### config.mk
export PLATFORM = sky130hd
export DESIGN_NAME = approx_add_err_monitor
export DESIGN_NICKNAME = d
export VERILOG_FILES = /design/src/rtl/approx_add_err_monitor.sv
export SDC_FILE = /design/constraint.sdc
export NUM_CORES = 1
export LEC_CHECK = 0
export ABC_AREA = 0
export CORE_ASPECT_RATIO = 1.2
export CORE_MARGIN = 2
export CORE_UTILIZATION = 40
export CTS_CLUSTER_DIAMETER = 60
export DETAILED_ROUTE_END_ITERATION = 12
export HOLD_SLACK_MARGIN = 0.12
export PLACE_DENSITY = 0.66
export SETUP_SLACK_MARGIN = 0.5
export SLEW_MARGIN = 20
export SYNTH_ARGS = -nofsm -noshare
export SYNTH_HDL_FRONTEND = slang
export SYNTH_SLANG_ARGS = --single-unit
### constraint.sdc
create_clock -name clk -period 10.3 [get_ports clk]
set_input_delay 2.06 -clock clk [delete_from_list [all_inputs] [get_ports clk]]
set_output_delay 2.06 -clock clk [all_outputs]
set_load 0.05 [all_outputs]
### src/rtl/approx_add_err_monitor.sv
// approx_add_err_monitor
// Error-metric stage for approximate adders. Each accepted sample carries two
// operands and the approximate sum. Over a programmed number of samples the
// block accumulates squared error, absolute error, the maximum absolute error
// and the count of mismatching samples.
//
// Ports:
//   clk, rst          rising-edge clock, asynchronous active-high reset
//   start             one-cycle pulse: clear results, latch num_samples, run
//   num_samples       samples per run (0 finishes immediately)
//   in_valid/in_ready sample handshake; in_a, in_b, in_approx sample data
//   busy              high while running or draining the pipeline
//   done              one-cycle pulse when the run completes
//   sum_sq_err, sum_abs_err, max_abs_err, mismatch_cnt, sample_cnt results
//   acc_ovf           sticky flag: an accumulator saturated during this run
//   sum_err           signed error sum (only when ERR_MON_BIAS_EN is defined)
//
// Optional feature macro: ERR_MON_BIAS_EN adds the saturating signed sum_err.
module approx_add_err_monitor #(
    parameter int WIDTH = 16,
    parameter int CNT_W = 20,
    parameter int ACC_W = 48
) (
    input  logic                    clk,
    input  logic                    rst,
    input  logic                    start,
    input  logic [CNT_W-1:0]        num_samples,
    input  logic                    in_valid,
    output logic                    in_ready,
    input  logic [WIDTH-1:0]        in_a,
    input  logic [WIDTH-1:0]        in_b,
    input  logic [WIDTH:0]          in_approx,
    output logic                    busy,
    output logic                    done,
    output logic [ACC_W-1:0]        sum_sq_err,
    output logic [ACC_W-1:0]        sum_abs_err,
    output logic [WIDTH:0]          max_abs_err,
    output logic [CNT_W-1:0]        mismatch_cnt,
    output logic [CNT_W-1:0]        sample_cnt,
`ifdef ERR_MON_BIAS_EN
    output logic signed [ACC_W-1:0] sum_err,
`endif
    output logic                    acc_ovf
);

    // Wide enough to add either a squared error or an accumulator plus a carry.
    localparam int SQ_W = 2 * (WIDTH + 1);
    localparam int SW   = ((ACC_W > SQ_W) ? ACC_W : SQ_W) + 1;
    localparam int EW   = ((ACC_W > WIDTH + 2) ? ACC_W : WIDTH + 2) + 1;

    typedef enum logic [1:0] {IDLE, RUN, DRAIN, DONE} state_t;

    state_t                   state;
    logic [CNT_W-1:0]         num_lat;
    logic [CNT_W-1:0]         acc_cnt;
    logic [CNT_W-1:0]         acc_cnt_inc;
    logic                     accept;
    logic                     start_go;

    logic [WIDTH:0]           exact;
    logic signed [WIDTH+1:0]  err;
    logic [WIDTH:0]           abs_c;

    logic                     s1_v;
    logic [WIDTH:0]           s1_abs;
    logic                     s1_nz;
    logic signed [WIDTH+1:0]  s1_err;
    logic                     s2_v;

    logic [SQ_W-1:0]          sq;
    logic [SW-1:0]            sq_sum;
    logic [SW-1:0]            abs_sum;
    logic [SW-1:0]            acc_max;
    logic                     sq_sat;
    logic                     abs_sat;
    logic                     e_sat;
`ifdef ERR_MON_BIAS_EN
    logic signed [EW-1:0]     e_sum;
    logic signed [EW-1:0]     e_hi;
    logic signed [EW-1:0]     e_lo;
`endif

    // Handshake and start qualification; start only acts when idle or done.
    always_comb begin
        accept      = in_valid & in_ready;
        start_go    = start & ((state == IDLE) | (state == DONE));
        acc_cnt_inc = acc_cnt + {{(CNT_W-1){1'b0}}, 1'b1};
    end

    // Stage-1 arithmetic: exact sum, signed error and its magnitude.
    always_comb begin
        exact = {1'b0, in_a} + {1'b0, in_b};
        err   = $signed({1'b0, in_approx}) - $signed({1'b0, exact});
        // Magnitude always fits in WIDTH+1 bits, so negate only the low bits.
        if (err[WIDTH+1]) begin
            abs_c = ~err[WIDTH:0] + {{WIDTH{1'b0}}, 1'b1};
        end else begin
            abs_c = err[WIDTH:0];
        end
    end

    // Stage-2 arithmetic: squared error and saturating accumulator sums.
    always_comb begin
        sq      = {{(WIDTH+1){1'b0}}, s1_abs} * {{(WIDTH+1){1'b0}}, s1_abs};
        acc_max = {{(SW-ACC_W){1'b0}}, {ACC_W{1'b1}}};
        sq_sum  = {{(SW-ACC_W){1'b0}}, sum_sq_err} + {{(SW-SQ_W){1'b0}}, sq};
        abs_sum = {{(SW-ACC_W){1'b0}}, sum_abs_err} + {{(SW-WIDTH-1){1'b0}}, s1_abs};
        sq_sat  = (sq_sum > acc_max);
        abs_sat = (abs_sum > acc_max);
`ifdef ERR_MON_BIAS_EN
        e_hi  = {{(EW-ACC_W+1){1'b0}}, {(ACC_W-1){1'b1}}};
        e_lo  = {{(EW-ACC_W+1){1'b1}}, {(ACC_W-1){1'b0}}};
        e_sum = {{(EW-ACC_W){sum_err[ACC_W-1]}}, sum_err}
              + {{(EW-WIDTH-2){s1_err[WIDTH+1]}}, s1_err};
        e_sat = (e_sum > e_hi) | (e_sum < e_lo);
`else
        e_sat = 1'b0;
`endif
    end

    // Control FSM with registered in_ready, busy and done.
    always_ff @(posedge clk or posedge rst) begin
        if (rst) begin
            state    <= IDLE;
            in_ready <= 1'b0;
            busy     <= 1'b0;
            done     <= 1'b0;
            num_lat  <= {CNT_W{1'b0}};
            acc_cnt  <= {CNT_W{1'b0}};
        end else begin
            done <= 1'b0;
            case (state)
                IDLE, DONE: begin
                    if (start) begin
                        num_lat <= num_samples;
                        acc_cnt <= {CNT_W{1'b0}};
                        if (num_samples == {CNT_W{1'b0}}) begin
                            state <= DONE;
                            done  <= 1'b1;
                        end else begin
                            state    <= RUN;
                            busy     <= 1'b1;
                            in_ready <= 1'b1;
                        end
                    end
                end
                RUN: begin
                    if (accept) begin
                        acc_cnt <= acc_cnt_inc;
                        if (acc_cnt_inc == num_lat) begin
                            state    <= DRAIN;
                            in_ready <= 1'b0;
                        end
                    end
                end
                DRAIN: begin
                    // Leave only once the last sample has reached the results.
                    if (!s1_v && !s2_v) begin
                        state <= DONE;
                        busy  <= 1'b0;
                        done  <= 1'b1;
                    end
                end
                default: begin
                    state    <= IDLE;
                    in_ready <= 1'b0;
                    busy     <= 1'b0;
                end
            endcase
        end
    end

    // Stage-1 pipeline register.
    always_ff @(posedge clk or posedge rst) begin
        if (rst) begin
            s1_v   <= 1'b0;
            s1_abs <= {(WIDTH+1){1'b0}};
            s1_nz  <= 1'b0;
            s1_err <= {(WIDTH+2){1'b0}};
        end else begin
            s1_v <= accept;
            if (accept) begin
                s1_abs <= abs_c;
                s1_nz  <= (err != {(WIDTH+2){1'b0}});
                s1_err <= err;
            end
        end
    end

    // Stage-2 result accumulation; start clears everything for a new run.
    always_ff @(posedge clk or posedge rst) begin
        if (rst) begin
            s2_v         <= 1'b0;
            sum_sq_err   <= {ACC_W{1'b0}};
            sum_abs_err  <= {ACC_W{1'b0}};
            max_abs_err  <= {(WIDTH+1){1'b0}};
            mismatch_cnt <= {CNT_W{1'b0}};
            sample_cnt   <= {CNT_W{1'b0}};
            acc_ovf      <= 1'b0;
`ifdef ERR_MON_BIAS_EN
            sum_err      <= {ACC_W{1'b0}};
`endif
        end else if (start_go) begin
            s2_v         <= 1'b0;
            sum_sq_err   <= {ACC_W{1'b0}};
            sum_abs_err  <= {ACC_W{1'b0}};
            max_abs_err  <= {(WIDTH+1){1'b0}};
            mismatch_cnt <= {CNT_W{1'b0}};
            sample_cnt   <= {CNT_W{1'b0}};
            acc_ovf      <= 1'b0;
`ifdef ERR_MON_BIAS_EN
            sum_err      <= {ACC_W{1'b0}};
`endif
        end else begin
            s2_v <= s1_v;
            if (s1_v) begin
                sum_sq_err  <= sq_sat ? {ACC_W{1'b1}} : sq_sum[ACC_W-1:0];
                sum_abs_err <= abs_sat ? {ACC_W{1'b1}} : abs_sum[ACC_W-1:0];
                if (s1_abs > max_abs_err) begin
                    max_abs_err <= s1_abs;
                end
                if (s1_nz) begin
                    mismatch_cnt <= mismatch_cnt + {{(CNT_W-1){1'b0}}, 1'b1};
                end
                sample_cnt <= sample_cnt + {{(CNT_W-1){1'b0}}, 1'b1};
                acc_ovf    <= acc_ovf | sq_sat | abs_sat | e_sat;
`ifdef ERR_MON_BIAS_EN
                if (e_sum > e_hi) begin
                    sum_err <= e_hi[ACC_W-1:0];
                end else if (e_sum < e_lo) begin
                    sum_err <= e_lo[ACC_W-1:0];
                end else begin
                    sum_err <= e_sum[ACC_W-1:0];
                end
`endif
            end
        end
    end

endmodule
==> results of run 1 <==
[per-layer routing]
| layer | part of all wire (%) | GRT usage (%) |
|---|---|---|
| met4 | 4.7 | 9.333 |
| met2 | 50 | 37.92 |
| met5 | 0.038 | 0 |
| met3 | 5.1 | 2.710 |
| met1 | 40 | 26.63 |
[cell type report]
class / count / area, sq um
clock buffer: 38 / 809.5
sequential: 219 / 5484
inverter: 472 / 1779
tap: 735 / 919.6
timing repair buffer: 237 / 2369
fill: 5468 / 30280
antenna: 2 / 5.005
clock inverter: 15 / 186.4
multi-input combinational: 1831 / 15340
[Yosys cell counts, types with 19 or more instances]
library cell,instances
nor3_1,33
or3_1,19
a21o_1,32
inv_1,472
nand2_1,269
xor2_1,71
ha_1,176
clkbuf_1,75
fa_1,242
and2_1,66
dfrtp_1,219
a21oi_1,117
a31oi_1,66
o21ai_0,163
nand4_1,26
and3_1,26
nor2_1,143
xnor2_1,73
nand3_1,56
[through the flow]
step           setup slack, ps  std cells  instance area, sq um
2_1_floorplan             2247       2626                 23130
3_3_place_gp              2357       3493                 25860
3_5_place_dp              2201       3493                 25860
4_1_cts                   2169       3546                 26860
5_1_grt                   2025       3549                 26890
6_report                  2343       3549                 26890
[logic make-up after synthesis]
| group | share of synthesized area [%] |
|---|---|
| buf+inv | 10.07 |
| xor+xnor | 5.452 |
| fa+ha+maj | 30.46 |
| mux | 0.8492 |
| flops | 23.69 |
| compound gates | 14.29 |
| simple gates | 15.19 |
[sequential cells by signal, summed over array words and instances (netlist names), 2 cells and up]
signal,cells
sum_abs_err,48
s1_abs,17
num_lat,20
mismatch_cnt,20
sum_sq_err,48
sample_cnt,20
state,2
max_abs_err,17
acc_cnt,20
[worst max-delay path by stage]
stage	start	to	slack, ps	cells past startpoint
6_report	s1_abs[7]	sum_sq_err[43]	2340	24
5_1_grt	s1_abs[4]	sum_sq_err[11]	2020	21
4_1_cts	s1_abs[4]	sum_sq_err[12]	2170	21
3_5_place_dp	s1_abs[4]	sum_sq_err[45]	2200	21
3_3_place_gp	s1_abs[4]	sum_sq_err[43]	2360	21
2_1_floorplan	rst	acc_cnt[0]	2250	1
[worst max-delay path, stage by stage, from the launching register on]
cell and delay, ps:
dfrtp_1 960, and2_1 290, inv_1 70, fa_1 470, inv_1 50, fa_1 350, inv_1 80, fa_1 420
fa_1 500, inv_1 60, fa_1 530, inv_1 60, fa_1 540, inv_1 50, ha_1 490, o21ai_0 170
o21bai_1 380, a311oi_1 90, buf_4 190, o21a_1 170, nor2_1 460, a41oi_1 350, o22ai_1 640, a41oi_1 200
a311oi_1 270
==> summary.md, run 1 <==
| Metric | Value |
|---|---|
| Post-CTS sizing | 0 |
| CTS tree | yes |
| Largest net degree at the start of global routing | 100 |
| Top cell type's share of synthesized area | 23.69% |
| Die width | 223.5 microns |
| GRT overflow | 0 |
| R2R Setup Slk | 2340 ps |
| FP Rows | 96 |
| Crit end category | register |
| Clk_lat worst skew | 590 ps |
| Worst Hold Class | register to register |
| FF-to-FF path depth | 24 |
| CP Data Arrival Time | 8450 ps |
| Die height | 267.4 microns |
| Register area share after synthesis | 23.69% |
| Max Root-Sink Buffers | 3 |
| TritonRoute pass-1 iters | 7 |
| Vias in the first global route | 19470 |
| Routed len/inst | 17.96 microns |
| Initial DRC count | 1098 |
| Area contributors post-synth | dfrtp_1 (24%), fa_1 (21%), ha_1 (9.5%) |
| TNS Setup | 0 ps |
| Hold Path Stages | 2 |
| Synth cell types | 92 |
| GPL Wtd Cong | 0.8777 |
| Worst Tran Pin Value | 1091 ps |
| Cell taking the most area after synthesis | dfrtp_1 |
| Tcrit/Tclk final | 77.25% |
| Final hold slack | 500.1 ps |
| Clock Skew | 13.45 ps |
| Post-DP HPWL | 49640 microns |
| Worst Setup Path Type | register to register |
| Die area | 59770 sq um |
| Synth Register Bits | 219 |
| Post-CTS Setup Inserts | 0 |
| Global-route wire length before repair | 103200 microns |
| Layout cells sized above 1 | 3.983% |
| Number of antenna violations at the first check in global routing | 4 |
| Post-route DRC violation count | 0 |
| Most frequent cells in the layout | inv_1 (471), nand2_1 (267), fa_1 (242) |
| Vias/cell | 5.376 |
| # hold bufs at CTS | 0 |
| R2R Path End | sum_sq_err[43] |
| CP startpoint kind | register |
| Final Net Count | 3281 |
| Total Routed Length | 63740 microns |
| Most used DFF post-synth | dfrtp_1 |
| Synth Cell Area | 23130 sq um |
| Layout area overhead | 16.26% |
| Setup violators final | 0 |
| Min-delay src | num_lat[3] |
| Final ANT Viol Nets | 0 |
| Number of H-tree levels | 1 |
| Worst reg2reg startpoint | s1_abs[7] |
| Tmin final | 7957 ps |
| GRT Overall Usage | 21.57% |
| Final-report max-slew violation count | 0 |
| Outcome | complete, no violations |
| Routed via count | 19080 |
| Post-Synthesis Cells | 2626 |
| Max_slew headroom | 26.58% |
| Syn_area_per_cell | 8.808 sq um |
| Max_cap viols | 0 |
| Final Core Density | 47.03% |
| Post-synth EDFFs | 0 |
| Final Hold Viols | 0 |
| Clock Pin Slew Worst Setup and Hold Paths | 60 ps |
| Critical path fanouts, max | 21 |
| Synth async-reset ratio | 100.0% |
| Yosys Warn Count | 0 |
| Core Region | 57170 sq um |
| Worst Path Required | 10790 ps |
| Net Count, Synth | 3117 |
| Most common cell after layout, fill and taps aside | inv_1 |
| Clock sink count | 219 |
| Fmax | 125.7 MHz |
| Starting Density | 40.46% |
| CTS root buf | clkbuf_16 |
| RSZ-0062 raised after global routing | false |
| Port bufs | 229 |
| Worst hold path endpoint | num_lat[3] |
| I/O pins | 230 |
| Inserted Clock Buffers | 29 |
Power of run 1 is not shown: default switching activity piles up to over one toggle a cycle in this logic, so the estimate is an artifact.
==> run 2: changes to the inputs <==
- clock period: 10.3 -> 8.22 ns (I/O delays scaled with it)
==> run 2 against run 1 <==
Core utilization grew 0.38 points. Critical path type unchanged. Critical endpoint is now sum_sq_err[13]. Count of clock-buffer cells in the layout unchanged. Critical path depth shrank 2. Register-to-register slack worse by 1500 ps. Cell area up 0.81%. Final cell count increased by 0.54%. Via count increased by 0.56%. Clock skew up 9.5 ps. First-iteration DRC count up 5.6%.
==> summary.md, run 2 (synthesized netlist as in run 1, its figures left out) <==
| Metric | Value |
|---|---|
| Outcome | complete, no violations |
| Most frequent cells in the layout | inv_1 (471), nand2_1 (268), fa_1 (242) |
| Clock sink count | 219 |
| Worst Hold Class | register to register |
| Final-report max-slew violation count | 0 |
| I/O pins | 230 |
| CP startpoint kind | register |
| Min-delay src | num_lat[19] |
| Crit end category | register |
| Max_slew headroom | 36.21% |
| Core Region | 57170 sq um |
| Inserted Clock Buffers | 29 |
| Largest net degree at the start of global routing | 131 |
| CP Data Arrival Time | 7820 ps |
| Routed via count | 19190 |
| Critical path startpoint | s1_abs[4] |
| GRT overflow | 0 |
| Post-DP HPWL | 50070 microns |
| Layout cells sized above 1 | 4.807% |
| Dpl ws | 728.5 ps |
| TNS Setup | 0 ps |
| Clock Skew | 22.90 ps |
| Max_cap viols | 0 |
| RSZ-0062 raised after global routing | false |
| Total Routed Length | 63780 microns |
| Critical path fanouts, max | 22 |
| Max Root-Sink Buffers | 3 |
| Setup violators final | 0 |
| Die height | 267.4 microns |
| Vias in the first global route | 19590 |
| Port bufs | 229 |
| Number of antenna violations at the first check in global routing | 5 |
| Vias/cell | 5.377 |
| Worst Setup Path Type | register to register |
| Final Instance Area | 27110 sq um |
| Final Net Count | 3298 |
| Setup ws final | 808.2 ps |
| GRT Overall Usage | 21.48% |
| Die width | 223.5 microns |
| GPL Wtd Cong | 0.9352 |
| Post-route DRC violation count | 0 |
| Placed cell areas | 25990 sq um |
| Routed len/inst | 17.88 microns |
| CTS tree | yes |
| Global-route wire length before repair | 102800 microns |
| Layout area overhead | 17.20% |
| # hold bufs at CTS | 0 |
| Starting Density | 40.46% |
| Final ANT Viol Nets | 0 |
| Final hold slack | 493.9 ps |
| Biggest regs | sum_abs_err x48, sum_sq_err x48 |
| Most common cell after layout, fill and taps aside | inv_1 |
| CTS root buf | clkbuf_16 |
| Fillers | 5437 |
| Worst Tran Pin Value | 956.8 ps |
| Final Hold Viols | 0 |
| Die area | 59770 sq um |
| Clock Pin Slew Worst Setup and Hold Paths | 70 ps |
| Clk_lat worst skew | 600 ps |
| TritonRoute pass-1 iters | 5 |
| Worst Path Required | 8630 ps |
| Tmin final | 7412 ps |
| Worst reg2reg startpoint | s1_abs[4] |
| FP Rows | 96 |
| Tcrit/Tclk final | 90.17% |
| Number of H-tree levels | 1 |
| Initial DRC count | 1160 |
| Fmax | 134.9 MHz |
-- run 2: critical path, stage by stage, from the launching register on --
cell      delay (ps)
dfrtp_1          640
and2_1           230
inv_1             70
fa_1             540
inv_1             60
fa_1             500
fa_1             520
fa_1             530
fa_1             540
inv_1             50
fa_1             520
inv_1             40
ha_1             400
a2111o_1         420
a211oi_1         230
nor3_1           120
a311oi_2         360
a211oi_2         170
o211ai_2         240
nand2_1          280
nand2_1          230
buf_4            330
a31oi_1          150
-- run 2: worst paths after layout --
| kind | to | slack [ps] | cells after the start |
|---|---|---|---|
| hold reg to reg | num_lat[19] | 490 | 2 |
| hold / removal | num_lat[19] | 490 | 2 |
| min in group asynchronous | sum_abs_err[26] | 1410 | 2 |
| max in group asynchronous | mismatch_cnt[7] | 5520 | 4 |
| setup / recovery | sum_sq_err[13] | 810 | 22 |
| setup reg to reg | sum_sq_err[13] | 810 | 22 |
-- run 2: final cells by class --
class	count	area, sq um	area share, %
Clock buffer	38	809.5	2.986
Sequential cell	219	5493	20.26
Antenna cell	4	10.01	0.03692
Multi-Input combinational cell	1831	15340	56.58
Tap cell	735	919.6	3.392
Inverter	472	1779	6.563
Clock inverter	15	226.5	0.8354
Timing Repair Buffer	254	2532	9.341
-- run 2: metal layers --
layer  global-route usage (%)  routed length (microns)
met1                    26.53                    25890
met2                    37.25                    31450
met3                    3.247                     3587
met4                    9.441                     2836
met5                        0                       16
-- run 2: what timing repair did --
item / 4_1_cts / 5_1_grt
setup endpoints to repair: 0 / 32
gates resized for setup: 0 / 7
buffers inserted: 0 / 0
-- run 2: through the flow --
step	util [%]	std cells
after CTS	47.28	3562
after global routing	47.42	3568
after global placement	45.46	3509
after floorplan	-	2626
after detailed placement	45.47	3509
final	47.42	3568
Power of run 2 is left out for the same reason.
==> RTL edit 1, RTL diff (flow settings as in run 2) <==
Put one more register stage on the output `sum_abs_err`, with the module's reset. The value now appears one clock later. The other outputs are not delayed to match.
--- a/src/rtl/approx_add_err_monitor.sv
+++ b/src/rtl/approx_add_err_monitor.sv
@@ -50,6 +50,8 @@
 
     typedef enum logic [1:0] {IDLE, RUN, DRAIN, DONE} state_t;
 
+    logic [ACC_W-1:0] sum_abs_err_s0;
+
     state_t                   state;
     logic [CNT_W-1:0]         num_lat;
     logic [CNT_W-1:0]         acc_cnt;
@@ -104,7 +106,7 @@
         sq      = {{(WIDTH+1){1'b0}}, s1_abs} * {{(WIDTH+1){1'b0}}, s1_abs};
         acc_max = {{(SW-ACC_W){1'b0}}, {ACC_W{1'b1}}};
         sq_sum  = {{(SW-ACC_W){1'b0}}, sum_sq_err} + {{(SW-SQ_W){1'b0}}, sq};
-        abs_sum = {{(SW-ACC_W){1'b0}}, sum_abs_err} + {{(SW-WIDTH-1){1'b0}}, s1_abs};
+        abs_sum = {{(SW-ACC_W){1'b0}}, sum_abs_err_s0} + {{(SW-WIDTH-1){1'b0}}, s1_abs};
         sq_sat  = (sq_sum > acc_max);
         abs_sat = (abs_sum > acc_max);
 `ifdef ERR_MON_BIAS_EN
@@ -192,7 +194,7 @@
         if (rst) begin
             s2_v         <= 1'b0;
             sum_sq_err   <= {ACC_W{1'b0}};
-            sum_abs_err  <= {ACC_W{1'b0}};
+            sum_abs_err_s0 <= {ACC_W{1'b0}};
             max_abs_err  <= {(WIDTH+1){1'b0}};
             mismatch_cnt <= {CNT_W{1'b0}};
             sample_cnt   <= {CNT_W{1'b0}};
@@ -203,7 +205,7 @@
         end else if (start_go) begin
             s2_v         <= 1'b0;
             sum_sq_err   <= {ACC_W{1'b0}};
-            sum_abs_err  <= {ACC_W{1'b0}};
+            sum_abs_err_s0 <= {ACC_W{1'b0}};
             max_abs_err  <= {(WIDTH+1){1'b0}};
             mismatch_cnt <= {CNT_W{1'b0}};
             sample_cnt   <= {CNT_W{1'b0}};
@@ -215,7 +217,7 @@
             s2_v <= s1_v;
             if (s1_v) begin
                 sum_sq_err  <= sq_sat ? {ACC_W{1'b1}} : sq_sum[ACC_W-1:0];
-                sum_abs_err <= abs_sat ? {ACC_W{1'b1}} : abs_sum[ACC_W-1:0];
+                sum_abs_err_s0 <= abs_sat ? {ACC_W{1'b1}} : abs_sum[ACC_W-1:0];
                 if (s1_abs > max_abs_err) begin
                     max_abs_err <= s1_abs;
                 end
@@ -237,4 +239,12 @@
         end
     end
 
+    always_ff @(posedge clk or posedge rst) begin
+        if (rst) begin
+            sum_abs_err <= '0;
+        end else begin
+            sum_abs_err <= sum_abs_err_s0;
+        end
+    end
+
 endmodule
Check against the original RTL: not equivalent (Yosys sat finds a counterexample within 4 cycles, from zero or initial values and one cycle with rst high).
==> RTL edit 1 against run 2 <==
First-iteration DRC count increased by 4.9%; critical endpoint is now sum_sq_err[47]; synthesized area increased by 3.3%; sequential cell count increased by 48; highest routed layer is now met4; wire length increased by 4.2%; final area increased by 4.4%; largest cell class unchanged; worst setup slack got worse by 0.059 ns; global-route usage increased by 0.65 points; count of clock-buffer cells in the layout increased by 4.
Power is left out: it rests on default switching activity, and per cell area and clock period it moved more than threefold.
==> RTL edit 1: results (changes against run 2) <==
Setup path
  • FF-to-FF End: sum_sq_err[47]
  • CP arrival: 7.93 ns (+0.11 ns)
  • Crit-path max cell delay: 0.66 ns (+0.02 ns)

GRT
  • First-pass GRT wire length: 108000 µm (+5.3%)
  • Vias in the first global route: 20400 (+4.2%)
  • GRT Util Overall: 22.1% (+0.65 points)
  • Initial antenna violation count: 0 (-5)
  • Met3 usage: 3.07% (-0.17 points)

Finish
  • Sequential cell area: 6690 µm² (+22%)
  • Finished Cell Area: 28300 µm² (+4.4%)
  • Non-clk invs: 454 (-3.8%)
  • Filler cells: 5655 (+4.0%)
  • Buffer share of cell area: 8.94% (-0.40 points)
  • Share of cells above drive strength 1: 4.39% (-0.42 points)
  • Multi-input gate area: 15100 µm² (-1.3%)
  • Number of multi-input combinational cells: 1804 (-1.5%)

Run status
  • Status: finished clean

Die
  • Die X: 227 µm (+1.6%)

Placement
  • DP Area: 27100 µm² (+4.1%)
  • Hpwl dp: 51400 µm (+2.7%)
  • Routability Congestion: 0.905 (-3.2%)

Drt
  • DR WL met2: 33500 µm (+6.6%)
  • WL per Instance: 18.2 µm (+1.9%)
  • Via density: 5.30 (-1.4%)
  • DRT iter0 DRCs: 1217 (+4.9%)
  • DR top layer: met4

STA
  • Clock skew: 0.0207 ns (-0.00217 ns)
  • Hold_ws: 0.413 ns (-0.0806 ns)

Yosys
  • Area share of fa/ha/maj cells after synthesis: 29.5% (-0.99 points)
  • Area contributors post-synth: dfrtp_1, fa_1, ha_1
  • Library cells used by synthesis: 71 (-23%)
  • Mux cell area share after synthesis: 1.08% (+0.23 points)

Min path
  • Hold Path Cell Cnt: 0 (-2)
  • Worst Hold Endpoint: sum_abs_err[3]
## RTL edit 1: changes by cell type in the layout (fill, tap and decap cells not counted), moves of 9 or more
cell	run 2	this run
dfrtp_1	211	261
nand3_1	56	47
nor2_1	142	152
a21o_1	32	50
nand2_1	268	254
inv_1	471	453
## RTL edit 1: logic make-up after synthesis
group	Yosys count
mux	25
compound gates	507
simple gates	705
fa+ha+maj	418
xor+xnor	149
flops	267
buf+inv	560
## RTL edit 1: worst max path at each step
stage	startpoint	end	slack (ns)	depth (start not counted)
after CTS	s1_abs[4]	sum_sq_err[47]	0.59	20
after global placement	s1_abs[10]	sum_sq_err[47]	0.82	22
final	s1_abs[5]	sum_sq_err[47]	0.75	21
after global routing	s1_abs[5]	sum_sq_err[47]	0.49	21
after floorplan	s1_abs[14]	acc_ovf	1.38	25
after detailed placement	s1_abs[4]	sum_sq_err[47]	0.61	20
## RTL edit 1: repair_timing
item	CTS	global route
setup endpoints to repair	0	14
buffers inserted	0	0
hold buffers	0	0
resized for setup	0	8
==> RTL edit 2, RTL diff (settings of run 2) <==
Made on the original files. Add a define of `ERR_MON_BIAS_EN`.
--- a/src/rtl/approx_add_err_monitor.sv
+++ b/src/rtl/approx_add_err_monitor.sv
@@ -16,6 +16,8 @@
 //   sum_err           signed error sum (only when ERR_MON_BIAS_EN is defined)
 //
 // Optional feature macro: ERR_MON_BIAS_EN adds the saturating signed sum_err.
+`define ERR_MON_BIAS_EN
+
 module approx_add_err_monitor #(
     parameter int WIDTH = 16,
     parameter int CNT_W = 20,
New outputs: sum_err. Check against the original RTL: not settled (the Yosys comparison gave no result); the edit may change what the design does.
==> RTL edit 2 against run 2 <==
Non-clock buffer count rose by 56; synthesized area increased by 19%; die area grew 18%; sequential cell count grew 65; largest cell class unchanged; final area increased by 20%; critical path type unchanged; worst setup slack improved by 0.035 ns; highest routed layer unchanged; maximum frequency grew 0.47%; wire length is 27% higher; count of clock-buffer cells in the layout increased by 18.
Power is left out: the tool's default activity adds up to more than one toggle a clock period on the data nets, which glitch-free logic cannot reach.
==> RTL edit 2: results (changes against run 2) <==
Run status
  • Status: finished clean

Die
  • FP Rows: 105 (+9.4%)

GRT
  • Initial antenna violation count: 3 (-2)
  • Largest net degree at the start of global routing: 168 (+28%)
  • Vias in the first global route: 23500 (+20%)
  • First-pass GRT wire length: 129000 µm (+26%)

Yosys
  • Area contributors post-synth: dfrtp_1, fa_1, ha_1
  • Library cells used by synthesis: 73 (-21%)
  • Register area share after synthesis: 25.9% (+2.2 points)
  • Yosys warns: 0 (unchanged)

STA
  • Clock skew: 0.0267 ns (+0.00384 ns)
  • Worst setup slack after layout: 0.843 ns (+0.0346 ns)
  • Slew headroom: 31.1% (-5.1 points)

Clocking
  • CTS H-tree depth: 2 (+1)
  • Worst skew pair latency: 0.58 ns (-0.02 ns)

Finish
  • Largest registers: sum_abs_err x48, sum_err x48, sum_sq_err x48
  • Antenna Cells: 0 (-4)
  • Share of cells above drive strength 1: 4.40% (-0.41 points)

Drt
  • DRT iter0 DRCs: 1322 (+14%)
  • Via density: 5.36 (-0.36%)
  • Final WL: 81000 µm (+27%)

Placement
  • Placement Setup Slack: 0.774 ns (+0.0455 ns)
  • Routability Congestion: 0.916 (-2.0%)
  • # port buffers: 277 (+21%)
  • DP Area: 31100 µm² (+20%)
  • Hpwl dp: 62300 µm (+24%)

Setup path
  • Critical Path Fanout Max: 12 (-45%)
  • Crit-path max cell delay: 0.67 ns (+0.03 ns)
  • CP arrival: 7.84 ns (+0.02 ns)
[RTL edit 2: changes by cell type after synthesis, sizes merged, moves of 19 or more]
cell,change
dfrtp,+65
o21ai,+19
a21oi,+55
xor2,+20
a31oi,-32
nand2,+114
xnor2,+26
a21o,+27
nor2,+39
ha,+45
a221o,+41
clkbuf,+28
[RTL edit 2: stage by stage]
| stage | hold WS [ns] | std cells |
|---|---|---|
| 2_1_floorplan | 0.450 | 3139 |
| 3_3_place_gp | 0.473 | 4222 |
| 3_5_place_dp | 0.476 | 4222 |
| 4_1_cts | 0.496 | 4299 |
| 5_1_grt | 0.510 | 4299 |
| 6_report | 0.491 | 4299 |
[RTL edit 2: cell type report]
class                      instances  area (µm²)
inverter                         471        1770
fill                            6535       35600
clock inverter                    21         262
tap                              909        1140
multi-input combinational       2248       18100
clock buffer                      56        1190
timing repair buffer             310        3030
sequential                       284        7120
[RTL edit 2: layer usage]
metal  global-route usage, %  vias up  wire length [µm]
met2                    39.3      579             39500
met5                       0        -                13
met3                    4.79      171              5070
li1                        -    10900                 -
met4                    9.43        2              3390
met1                    28.3    11400             33000
[RTL edit 2: cell families after synthesis]
group | Yosys count | share of synthesized area [%]
multiplexers | 28 | 1.03
AND/OR/NAND/NOR | 904 | 15.2
flip-flops | 284 | 25.9
adder cells (fa/ha/maj) | 463 | 27.7
AO/OA/AOI/OAI | 663 | 15.6
XOR/XNOR | 190 | 6.06
buffers and inverters | 607 | 8.52
[RTL edit 2: final timing paths]
path | to | start | cells after the start
worst max-delay path | sum_sq_err[29] | s1_abs[11] | 26
worst min-delay path | s1_err[12] | s1_err[12] | 2
worst max register to register | sum_sq_err[29] | s1_abs[11] | 26
worst min register to register | s1_err[12] | s1_err[12] | 2
max in group asynchronous | s1_abs[4] | rst | 3
min in group asynchronous | sample_cnt[16] | rst | 2
